[config.mk]
export PLATFORM = sky130hd
export DESIGN_NAME = mem_arbiter
export DESIGN_NICKNAME = d
export VERILOG_FILES = /design/src/rtl/lib_cpu.sv /design/src/rtl/rr_pick2.sv /design/src/rtl/mem_arbiter.sv
export SDC_FILE = /design/constraint.sdc
export NUM_CORES = 1
export LEC_CHECK = 0
export CAP_MARGIN = 0
export CORE_MARGIN = 4
export CORE_UTILIZATION = 39
export DETAILED_ROUTE_END_ITERATION = 16
export GPL_ROUTABILITY_DRIVEN = 0
export GPL_TIMING_DRIVEN = 0
export PLACE_DENSITY = 0.88
export RECOVER_POWER = 100
export SLEW_MARGIN = 20
export SYNTH_ARGS = -nofsm -noshare
export SYNTH_HDL_FRONTEND = slang
export SYNTH_HIERARCHICAL = 1
export SYNTH_SLANG_ARGS = --single-unit
[constraint.sdc]
create_clock -name clk -period 1.7 [get_ports clk]
set_input_delay 0.34 -clock clk [delete_from_list [all_inputs] [get_ports clk]]
set_output_delay 0.34 -clock clk [all_outputs]
set_load 0.005 [all_outputs]
[src/rtl/lib_cpu.sv]
// Shared types for the multicycle core: memory arbiter FSM states and requester ids.
package lib_cpu;

    typedef enum logic [1:0] {
        IDLE,
        ISSUE,
        WAIT,
        DONE
    } ARB_STATE;

    typedef enum logic {
        CPU    = 1'b0,
        LOADER = 1'b1
    } REQ_ID;

endpackage

[src/rtl/rr_pick2.sv]
// Combinational two-way picker: round-robin on ties, or fixed CPU priority when prio_mode is set.
module rr_pick2
    import lib_cpu::*;
(
    input  logic [1:0] req,
    input  logic       last,
    input  logic       prio_mode,
    output REQ_ID      winner,
    output logic       any
);

    always_comb begin
        any    = |req;
        winner = CPU;
        if (req == 2'b11) begin
            winner = prio_mode ? CPU : REQ_ID'(~last);
        end else if (req[1]) begin
            winner = LOADER;
        end
    end

endmodule

[src/rtl/mem_arbiter.sv]
// Serialises CPU and loader transactions onto a fixed-latency synchronous memory.
// Define MEM_ARB_CPU_PRIO_EN for fixed CPU priority instead of round-robin.
module mem_arbiter
    import lib_cpu::*;
#(
    parameter int unsigned ADDR_W  = 32,
    parameter int unsigned DATA_W  = 32,
    parameter int unsigned MEM_LAT = 1
) (
    input  logic              clk,
    input  logic              reset_n,
    input  logic              req0,
    input  logic              we0,
    input  logic [ADDR_W-1:0] addr0,
    input  logic [DATA_W-1:0] wdata0,
    output logic              gnt0,
    output logic              done0,
    output logic [DATA_W-1:0] rdata0,
    input  logic              req1,
    input  logic              we1,
    input  logic [ADDR_W-1:0] addr1,
    input  logic [DATA_W-1:0] wdata1,
    output logic              gnt1,
    output logic              done1,
    output logic [DATA_W-1:0] rdata1,
    output logic              mem_re,
    output logic              mem_we,
    output logic [ADDR_W-1:0] mem_addr,
    output logic [DATA_W-1:0] mem_wdata,
    input  logic [DATA_W-1:0] mem_rdata
);

    if (MEM_LAT < 1) begin : g_bad_lat
        $error("mem_arbiter: MEM_LAT must be >= 1");
    end

    localparam int unsigned      CntW    = (MEM_LAT > 1) ? $clog2(MEM_LAT) : 1;
    localparam logic [CntW-1:0]  CntLoad = CntW'(MEM_LAT - 1);

`ifdef MEM_ARB_CPU_PRIO_EN
    localparam logic PrioMode = 1'b1;
`else
    localparam logic PrioMode = 1'b0;
`endif

    ARB_STATE          state_q, state_d;
    REQ_ID             win_q, win_d;
    logic              we_q, we_d;
    logic [CntW-1:0]   cnt_q, cnt_d;
    logic              rr_last_q, rr_last_d;
    logic [ADDR_W-1:0] mem_addr_q, mem_addr_d;
    logic [DATA_W-1:0] mem_wdata_q, mem_wdata_d;
    logic [DATA_W-1:0] rdata0_q, rdata0_d;
    logic [DATA_W-1:0] rdata1_q, rdata1_d;

    REQ_ID pick_win;
    logic  pick_any;

    rr_pick2 u_pick (
        .req       ({req1, req0}),
        .last      (rr_last_q),
        .prio_mode (PrioMode),
        .winner    (pick_win),
        .any       (pick_any)
    );

    always_comb begin
        state_d     = state_q;
        win_d       = win_q;
        we_d        = we_q;
        cnt_d       = cnt_q;
        rr_last_d   = rr_last_q;
        mem_addr_d  = mem_addr_q;
        mem_wdata_d = mem_wdata_q;
        rdata0_d    = rdata0_q;
        rdata1_d    = rdata1_q;
        unique case (state_q)
            IDLE: begin
                if (pick_any) begin
                    win_d       = pick_win;
                    we_d        = (pick_win == LOADER) ? we1 : we0;
                    mem_addr_d  = (pick_win == LOADER) ? addr1 : addr0;
                    mem_wdata_d = (pick_win == LOADER) ? wdata1 : wdata0;
                    state_d     = ISSUE;
                end
            end
            ISSUE: begin
                if (we_q) begin
                    state_d = DONE;
                end else begin
                    cnt_d   = CntLoad;
                    state_d = WAIT;
                end
            end
            WAIT: begin
                if (cnt_q == '0) begin
                    if (win_q == LOADER) begin
                        rdata1_d = mem_rdata;
                    end else begin
                        rdata0_d = mem_rdata;
                    end
                    state_d = DONE;
                end else begin
                    cnt_d = cnt_q - 1'b1;
                end
            end
            DONE: begin
`ifndef MEM_ARB_CPU_PRIO_EN
                rr_last_d = win_q;
`endif
                state_d = IDLE;
            end
            default: state_d = IDLE;
        endcase
    end

    always_ff @(posedge clk) begin
        if (!reset_n) begin
            state_q     <= IDLE;
            win_q       <= CPU;
            we_q        <= 1'b0;
            cnt_q       <= '0;
            rr_last_q   <= 1'b1;
            mem_addr_q  <= '0;
            mem_wdata_q <= '0;
            rdata0_q    <= '0;
            rdata1_q    <= '0;
        end else begin
            state_q     <= state_d;
            win_q       <= win_d;
            we_q        <= we_d;
            cnt_q       <= cnt_d;
            rr_last_q   <= rr_last_d;
            mem_addr_q  <= mem_addr_d;
            mem_wdata_q <= mem_wdata_d;
            rdata0_q    <= rdata0_d;
            rdata1_q    <= rdata1_d;
        end
    end

    // Grants span ISSUE..DONE; strobes and done are pure decodes of the registered state.
    always_comb begin
        gnt0      = (state_q != IDLE) && (win_q == CPU);
        gnt1      = (state_q != IDLE) && (win_q == LOADER);
        done0     = (state_q == DONE) && (win_q == CPU);
        done1     = (state_q == DONE) && (win_q == LOADER);
        mem_re    = (state_q == ISSUE) && !we_q;
        mem_we    = (state_q == ISSUE) && we_q;
        mem_addr  = mem_addr_q;
        mem_wdata = mem_wdata_q;
        rdata0    = rdata0_q;
        rdata1    = rdata1_q;
    end

endmodule

==> summary.txt <==
Die
  – Die height: roughly 130 um
  – Initial Utilization: 0.401
  – # IOs: 300
  – Die Wd: approximately 130 um
  – # rows: 43
  – Die ar.: 16300 um^2
  – CORE AREA: about 14000 um^2

Global routing
  – Largest net degree at the start of global routing: 17
  – Met3 Usage GRT: 0.0870
  – Vias in the first global route: ~5700
  – Antenna violations before repair: 1
  – All-Layer GR Usage: 0.234
  – GRT overflow: 0
  – Busiest grt layer: met2
  – Grt met1 use: 0.254
  – Global-route wire length before repair: between 20 and 30 mm
  – Met2 track utilization from global routing: 0.415

Logic synthesis
  – Syn Nets: between 700 and 800
  – Synthesized instance count: ~600
  – Top cell type's share of synthesized area: 0.477
  – FF+latch count, synth: ~130
  – Cell accounting for the most synthesized area: dfxtp_1
  – Cell Area, Synth: roughly 5600 um^2
  – Sequential-to-total area share from yosys stat: 0.477
  – Cell variety after synth: 26
  – Average instance area after synthesis: ~9.3 um^2
  – Synth area leaders: dfxtp_1, mux2i_1, nand2_1, a21boi_1, a21oi_2
  – Ys Warns: 6

Timing
  – Setup TNS: 0 ns
  – RSZ-0062 raised after global routing: no
  – Endpoints failing hold: 0
  – Skew final: around 0.0069 ns
  – Final min period: between 1.5 and 2 ns
  – Rel. slew slack: 0.621
  – Tightest Pin Transition: roughly 0.57 ns
  – Max-slew violation count: 0
  – Final number of setup-violating endpoints: 0
  – PnR worst setup slack: approximately 0.035 ns
  – Tcrit/Tclk final: 0.979
  – FMAX: around 600 MHz

Setup path
  – CP arrival: roughly 1.3 ns
  – Crit-path slowest cell: clkdlybuf4s50_1
  – Crit path required time: 1.36 ns
  – Reg-to-reg endpoint: rdata1[13]
  – Reg-to-Reg Start: state_q[0]
  – CP max FO: 2
  – Worst path top cell family by delay: buffers and inverters
  – CP max stage delay: approximately 0.57 ns
  – Critical path buffers and inverters: 1
  – Startpoint types: register
  – R2R cell count: 7
  – Critical path class: register to primary output
  – Critical-path cell list: clkdlybuf4s50_1
  – CP Depth: 1
  – CP Capture Type: primary output
  – Flop-to-flop setup slack: 0.11 ns

Routing
  – Routed WL: around 19 mm
  – Antenna Nets Post-Route: 0
  – Iter 0 DRT Violations: slightly below 200
  – Vias per cell: just under 5
  – DRC viols: 0
  – Routed len/inst: around 17 um
  – First-pass DRT Iterations: 4
  – DR vias: 5500

Power
  – P_leak: between 3 and 4 nW
  – Power Density: roughly 1400 nW/um^2
  – Overall power: around 14 mW
  – Peak VDD IR: 0.000831 V

Cells and area
  – Commonest non-fill, non-tap cell in the layout: clkdlybuf4s50_1
  – Share of post-route cells with drive strength above 1: 0.125
  – Most frequent cells in the layout: clkdlybuf4s50_1, nand2_1, dfxtp_1
  – Area growth from synthesis to layout: 69.6%
  – Total Nets Final: about 1100

Clocking
  – Clock sink count: between 100 and 150
  – H-tree Lvls: 4
  – Clock Latency Late Sink: around 0.42 ns
  – Clock Path Buffers: 2
  – Clk pin slew, worst setup/hold paths: ~0.060 ns
  – Root buffer cell: clkbuf_16
  – CTS tree: done
  – CTS buffer count: 17

Status
  – Status: finished, final reports clean

Place
  – Port Buffers: 298
  – HPWL after detailed placement: between 10 and 15 mm
  – Setup WS pre-CTS: -0.285 ns

Worst hold path
  – Min-delay src: reset_n
  – Hold crit path type: primary input to register
  – Hold path depth: 2
  – WHS Endpoint: rdata1[31]

Job
  – Max-cap violations: 0
-- flip-flops by register name (all words and copies together), names as in the netlist --
name	flops
mem_addr	32
mem_wdata	32
rdata0	32
rdata1	32
state_q	2
rr_last_q	1
we_q	1
win_q	1
-- worst max path at each step --
stage	endpoint	from	slack, ns
floorplan	mem_wdata[10]	state_q[0]	0.32
global placement	mem_wdata[6]	req0	-0.26
detailed placement	mem_wdata[8]	req0	-0.28
CTS	done0	state_q[0]	0.002
global route	mem_addr[23]	mem_addr[23]	0.002
finish	mem_wdata[28]	mem_wdata[28]	0.03
-- cell usage after synthesis --
master and number:
o21ai_0 40, mux2i_1 68, clkbuf_2 1, dfxtp_1 133, clkbuf_1 7, and2_4 1, or2_1 1, conb_1 1
and2_1 4, nand2b_2 1, ha_1 4, buf_8 4, o21ai_1 26, nor2b_1 5, o311a_1 1, buf_2 21
a21oi_1 41, nor2_1 2, a21boi_0 22, nand2_1 131, nand2b_1 1, buf_4 15, a21oi_2 25, buf_6 3
inv_1 3, a21boi_1 42
-- what timing repair did --
item	4_1_cts	5_1_grt
setup endpoints to repair	7	4
gates resized for setup	37	4
setup buffers	2	0
hold endpoints to repair	0	0
hold buffers	0	0
-- final cells by class --
cell class | instances | area [um^2]
Fill cell | 1073 | 4470
Sequential cell | 133 | 2670
Clock inverter | 13 | 229
Inverter | 3 | 13.8
Tap cell | 180 | 225
Timing Repair Buffer | 300 | 2960
Multi-Input combinational cell | 416 | 2590
Buffer | 51 | 333
Antenna cell | 1 | 2.50
Clock buffer | 19 | 443
-- through the flow --
stage | area (um^2) | hold WS, ns | std cells | util
3_3_place_gp | 8790 | 0.440 | 1081 | 0.631
5_1_grt | 9470 | 0.260 | 1116 | 0.680
3_5_place_dp | 8790 | 0.447 | 1081 | 0.631
6_report | 9470 | 0.267 | 1116 | 0.680
2_1_floorplan | 5580 | 0.439 | 603 | -
4_1_cts | 9490 | 0.247 | 1115 | 0.681
-- kinds of logic (layout without fill, tap and decap cells) --
| logic type | after synthesis | count (layout) | synth area share |
|---|---|---|---|
| AOI/OAI and AO/OA | 197 | 197 | 0.223 |
| DFF | 133 | 133 | 0.477 |
| and+or+nand+nor | 146 | 146 | 0.105 |
| adders and majority gates | 4 | 4 | 0.00897 |
| other | 1 | 2 | 0.000672 |
| buffers and inverters | 54 | 386 | 0.0634 |
| muxes | 68 | 68 | 0.122 |
-- layer usage --
| layer | vias up | share of wire |
|---|---|---|
| li1 | 2696 | - |
| met1 | 2540 | 0.38 |
| met2 | 225 | 0.51 |
| met3 | 39 | 0.082 |
| met4 | 0 | 0.027 |
| met5 | - | 0 |
-- report_power, final --
part	leakage [nW]	switching (mW)	internal (mW)
Combinational	2.09	2.33	2.69
Clock	0.327	1.40	2.79
Sequential	1.09	0.450	3.95
Total	3.51	4.17	9.42
(Power assumes the default switching activity.)
